## config.mk

```make
export PLATFORM = sky130hd
export DESIGN_NAME = seq_detector
export DESIGN_NICKNAME = d
export VERILOG_FILES = /design/src/rtl/seq_detector.sv
export SDC_FILE = /design/constraint.sdc
export NUM_CORES = 1
export LEC_CHECK = 0
export CAP_MARGIN = 10
export CORE_UTILIZATION = 44
export DETAILED_ROUTE_END_ITERATION = 8
export PLACE_DENSITY = 0.73
export SLEW_MARGIN = 20
export SYNTH_ARGS = -nofsm -noshare
export SYNTH_HDL_FRONTEND = slang
export SYNTH_SLANG_ARGS = --single-unit
```

## constraint.sdc

```tcl
create_clock -name clk -period 1.68 [get_ports clk]
set_input_delay 0.336 -clock clk [delete_from_list [all_inputs] [get_ports clk]]
set_output_delay 0.336 -clock clk [all_outputs]
set_load 0.01 [all_outputs]
```

## src/rtl/seq_detector.sv

```systemverilog
// Serial pattern detector fed by the registered bit stream of an upstream DFF stage.
// Shifts accepted bits into a PAT_W-wide window and pulses match for one cycle whenever
// the window equals PATTERN. Overlapping matches are allowed or suppressed according to
// OVERLAP. A saturating match counter and a sticky overflow flag are also kept.
//
// Optional build macro SEQ_DET_SYNC_EN: when defined, din passes through two free-running
// flops before the shift register, which adds two cycles of latency.
module seq_detector #(
  parameter int unsigned          PAT_W   = 4,
  parameter logic [PAT_W-1:0]     PATTERN = 4'b1011,
  parameter int unsigned          CNT_W   = 8,
  parameter bit                   OVERLAP = 1'b1
) (
  input  logic             clk,
  input  logic             rst,
  input  logic             en,
  input  logic             din,
  output logic             match,
  output logic [CNT_W-1:0] match_cnt,
  output logic             cnt_ovf,
  output logic [PAT_W-1:0] window,
  output logic             armed
);

  localparam int unsigned FillW = $clog2(PAT_W + 1);
  localparam logic [FillW-1:0] FillFull = FillW'(PAT_W);

  typedef enum logic [0:0] {StFill, StDetect} state_e;

  state_e           state_q;
  logic [FillW-1:0] fill_q;
  logic [PAT_W-1:0] window_q;
  logic             match_q;
  logic [CNT_W-1:0] cnt_q;
  logic             ovf_q;

  logic             bit_in;
  logic [PAT_W-1:0] win_shift;
  logic [FillW-1:0] fill_inc;
  logic             hit;

`ifdef SEQ_DET_SYNC_EN
  logic [1:0] sync_q;

  // Two-flop retiming of din; runs every edge regardless of en.
  always_ff @(posedge clk) begin
    if (rst) begin
      sync_q <= 2'b00;
    end else begin
      sync_q <= {sync_q[0], din};
    end
  end

  assign bit_in = sync_q[1];
`else
  assign bit_in = din;
`endif

  // Candidate next window/fill for an accepted bit and the resulting match decision.
  always_comb begin
    win_shift = {window_q[PAT_W-2:0], bit_in};
    fill_inc  = fill_q;
    unique case (state_q)
      StFill:   fill_inc = fill_q + FillW'(1);
      StDetect: fill_inc = fill_q;
      default:  fill_inc = fill_q;
    endcase
    // fill gating keeps X in a partially filled window out of the match path.
    hit = (fill_inc == FillFull) && (win_shift == PATTERN);
  end

  // FSM, window, counter and registered outputs.
  always_ff @(posedge clk) begin
    if (rst) begin
      state_q  <= StFill;
      fill_q   <= '0;
      window_q <= '0;
      match_q  <= 1'b0;
      cnt_q    <= '0;
      ovf_q    <= 1'b0;
    end else begin
      match_q <= 1'b0;
      if (en) begin
        window_q <= win_shift;
        if (hit) begin
          match_q <= 1'b1;
          if (cnt_q == {CNT_W{1'b1}}) begin
            ovf_q <= 1'b1;
          end else begin
            cnt_q <= cnt_q + CNT_W'(1);
          end
          if (OVERLAP) begin
            fill_q  <= FillFull;
            state_q <= StDetect;
          end else begin
            // Restart: the matched bits stay visible but cannot seed the next match.
            fill_q  <= '0;
            state_q <= StFill;
          end
        end else begin
          fill_q  <= fill_inc;
          state_q <= (fill_inc == FillFull) ? StDetect : StFill;
        end
      end
    end
  end

  assign match     = match_q;
  assign match_cnt = cnt_q;
  assign cnt_ovf   = ovf_q;
  assign window    = window_q;
  assign armed     = (state_q == StDetect);

endmodule

```

* After elaboration in Yosys (flattened, before gate mapping)
Index checks and enable logic that the tools add are counted.
** Word-level totals
- Bits in registers :: 18
- Input port bits :: 4
- Output and inout bits :: 15
- Word-level logic and storage cells :: 23
** Operators by class
- $add $sub $neg :: 2
- Eq/ne operators :: 3
- Multiplexer cells :: 5
- Bitwise logic cells :: 3
- Reduce and logical (&&, ||, !) cells :: 4
** Operator list (number)
- adder 8 x 1 -> 8 bit, second input constant :: 1
- == test 8 bit, second input constant :: 1
- case mux 3 bit (2 select lines) :: 1
- AND reduction 3 bit :: 2
- == test 4 bit, second input constant :: 1
- adder 3 x 1 -> 3 bit, second input constant :: 1
- == test 3 bit, second input constant :: 1
- 2-to-1 mux 1 bit :: 3
- 2-to-1 mux 3 bit :: 1
- inverter 1 bit :: 3
- OR reduction 2 bit :: 1
- logical AND 1 bit :: 1

* Depth between registers and ports, before layout
- Depth after elaboration :: 5
- Mapped depth :: 5
- Depth with buffers taken out :: 5

* Worst setup path before layout
OpenSTA, ideal clock, no wires.
- Path kind :: register to register
- From :: reg fill_q[0]
- To :: reg cnt_q[5], in the netlist match_cnt[5]
- Setup time :: 121 ps
- Arrival time :: 1659 ps
- Data required time :: 1559 ps
- Setup slack :: -100 ps
- Cell stages (with the launch flop) :: 6
- Buffers on the path :: 0
- Period minus slack after synthesis :: 1780 ps
- Cells stage by stage :: dfxtp_1 -> ha_1 -> nor3b_2 -> o21ai_2 -> nor4b_1 -> mux2_2
** Between the ends
- Word-level cells in the longest chain between the ends :: 5
** Ends and longest elaborated chain
- from (decl) :: RTL line 31 : logic [FillW-1:0] fill_q;
- from (signal assigned) :: RTL line 93 : fill_q <= FillFull;
- from (signal assigned) :: RTL line 101 : fill_q <= fill_inc;
- adder 3 x 1 -> 3 bit :: RTL line 64 : StFill: fill_inc = fill_q + FillW'(1);
- case mux 3 bit (2 select lines) * :: RTL line 63 : unique case (state_q)
- == test 3 bit * :: RTL line 69 : hit = (fill_inc == FillFull) && (win_shift == PATTERN);
- logical AND 1 bit * :: RTL line 69
- AND reduction 3 bit (no source line) *
- to (signal assigned) :: RTL line 90 : cnt_q <= cnt_q + CNT_W'(1);
- to (decl) :: RTL line 34 : logic [CNT_W-1:0] cnt_q;
Mark *: on every way between the ends. The rest lies on a longest branch, timed or not.
A chain may end at the register's enable or synchronous reset.

* Final worst setup path
- From :: reg fill_q[1]
- To :: reg cnt_q[0], in the netlist match_cnt[0]
Same word-level chain as after synthesis.

==> qor.csv <==
metric;value;unit
run status;finished, violations left;
violated checks;setup timing;
crit end category;register;
VDD IR-drop max;0.404;mV
initial antenna violation count;0;
Slowest-stage cell, CP;dfxtp_2;
Sw Share;0.242;
# diodes;0;
pin count of the biggest net entering global routing;13;
num ports;19;
Design Area, Final;0.00137;mm2
Yosys reg bits;18;
Sink Count;18;
syn nets;101;
Wirelength per Cell;14.3;um
Overflow after GRT;0;
met2 Use GR;0.358;
CP Buf/Inv Count;2;
WL final;2270;um
Post-Syn Area;887;um2
post-synthesis async set-or-reset flop share;0;
Clock Power Share;0.325;
Worst Tran Pin Value;0.437;ns
CTS Hold Buffers Added;0;
Syn Area/Cell;9.34;um2
post-layout util;0.759;
total power;838;uW
fillers;136;
crit path time final;1.76;ns
gr usage total;0.208;
number of global-route vias before repair;779;
final std cells w/o fill;159;
first-pass GRT wire length;3260;um
Post-synth EDFFs;0;
Worst-Skew Late Latency;0.30;ns
Setup WS pre-CTS;-0.378;ns
# rows;15;
post-detail-place hpwl;1480;um
CORE AREA;0.00180;mm2
PD cells;613;mW/mm2
fin. max-slew vios;0;
Final Hold Viols;0;
Area Overhead vs Synth;54.2;%
Worst Setup Start Kind;register;
CP arrival;1.94;ns
FMAX;569;MHz
initial drt markers;8;
# DRC;0;
final worst slack;-0.0763;ns
RD Place Congestion;0.795;
Yosys top cell area share;0.406;
top post-synthesis cells by count;dfxtp_1, nor2_1, mux2_2, mux2i_1;
die area;0.00220;mm2
Gate power share;0.146;
Synth area leaders;dfxtp_1, nor2_1, mux2_2;
Post-Synthesis Cells;95;
Setup CP Type;reg2reg;
Detail Route Antenna Nets;0;
die height;46.9;um
Worst Skew;0.00258;ns
sequential cell fraction of total power;0.530;
drt pass-1 iters;4;
number of placed instances, taps included;151;
RSZ-0062 raised after global routing;true;
CTS buffer count;3;
Port Buffers;18;
Die X;46.9;um
root buffer cell;clkbuf_4;
Syn. warnings;0;
P_sw;203;uW
routed vias/inst;5.65;
DP Area;0.00123;mm2
critical path's top delay family;compound AO/OA/AOI/OAI gates;
sequential fraction of the synthesis area;0.406;
CTS tree;yes;
WP data required;1.87;ns
H-tree depth;1;
crit-path max cell delay;0.35;ns
Final Cycle Share;1.05;
grt met3 use;0.0269;
initial core utilization;0.492;
most frequent cell after synthesis;dfxtp_1;
ys flop type;dfxtp_1;
Critical Path Fanout Max;4;
Synth area leader;dfxtp_1;
Net count, final;141;
Reg clk slew, reported paths;0.11;ns
most frequent CP cell;buf_4;
Leak Pwr;0.525;nW
fraction of layout cells with a size suffix above 1;0.351;
Slew HR;0.708;
Int Pwr;635;uW
GR peak layer;met2;
Hold WC Path Type;reg2reg;
Unique masters post-synth;38;
max cap viols;0;
GR met1 Demand/Resource;0.258;
critical-path cell list;ha_4 -> nor3b_4 -> buf_4 -> o21ai_2 -> buf_4 -> o31ai_1 -> a21oi_2;
worst-case clock buffer depth;2;
Final Setup Violations;8;
via count;899;
layout by cell type (no fill, tap or decap), types with 2 or more instances in the layout:
| cell type | n |
|---|---|
| nand2_1 | 2 |
| mux2i_1 | 5 |
| dfxtp_1 | 15 |
| nor2_1 | 16 |
| clkdlybuf4s50_1 | 17 |
| nor3b_4 | 2 |
| dfxtp_2 | 3 |
| mux2_2 | 5 |
| clkbuf_4 | 3 |
| inv_1 | 2 |
| nor2b_1 | 4 |
| a21oi_1 | 3 |
| buf_4 | 18 |
| nor4b_2 | 2 |
| nand3_1 | 4 |
| nor4_2 | 3 |
metrics by stage:
step                setup TNS [ns]  hold WS (ns)
floorplan                 -0.00892         0.483
global placement             -2.20         0.477
detailed placement           -2.61         0.479
CTS                        -0.0265         0.528
global route                -0.632         0.554
finish                      -0.308         0.523
final cells by class:
class,count,area (um2),share of cell area
tap,25,31.3,0.0229
inverter,2,7.51,0.00549
sequential,18,364,0.266
timing repair buffer,37,329,0.241
clock buffer,4,36.3,0.0265
multi-input combinational,73,599,0.438
worst register-to-register path, stage by stage (launching register included):
cell     delay, ns
dfxtp_2       0.35
ha_4          0.25
nor3b_4       0.28
buf_4         0.17
o21ai_2       0.08
buf_4         0.16
o31ai_1       0.27
a21oi_2       0.08
worst paths after layout:
check / startpoint / end / slack, ns / cells after the start
worst max-delay path: fill_q[1]$_SDFFE_PP0P_ / match_cnt[0]$_SDFFE_PP0P_ / -0.08 / 7
worst max register to register: fill_q[1]$_SDFFE_PP0P_ / match_cnt[0]$_SDFFE_PP0P_ / -0.08 / 7
worst min-delay path: window[3]$_SDFFE_PP0P_ / window[3]$_SDFFE_PP0P_ / 0.52 / 2
worst min register to register: window[3]$_SDFFE_PP0P_ / window[3]$_SDFFE_PP0P_ / 0.52 / 2
kinds of logic (layout without fill, tap and decap cells):
family                   count (synthesis)  in the layout  synth area share
AO/OA/AOI/OAI                           13             14            0.0987
XOR/XNOR                                 2              2            0.0197
buffers and inverters                    5             43            0.0254
multiplexers                            10             10             0.120
AND/OR/NAND/NOR                         45             45             0.302
flip-flops                              18             18             0.406
adder cells (fa/ha/maj)                  2              2            0.0282
state kept, by name, summed over array words and instances (netlist names):
name and cells:
match_cnt 8, cnt_ovf 1, armed 1, fill_q 3
window 4, match 1
power groups by stage:
stage | clock [mW] | combinational, mW | sequential [mW]
6_report | 0.272 | 0.122 | 0.444
3_3_place_gp | 0 | 0.0846 | 0.453
4_1_cts | 0.275 | 0.102 | 0.444
5_1_grt | 0.293 | 0.130 | 0.445
3_5_place_dp | 0 | 0.0882 | 0.454
2_1_floorplan | 0 | 0.0440 | 0.456
layer usage:
metal	vias to the layer above	routed length [um]
met5	-	0
met4	0	25
met3	4	113
met2	32	1200
met1	442	933
li1	421	-
timing repair:
item | CTS | global route
gates resized for setup | 6 | 7
pin swaps | 6 | 2
cloned | 0 | 1
setup buffers | 1 | 3
setup endpoints to repair | 6 | 8
Note: power is estimated with default switching activity, not from simulation.
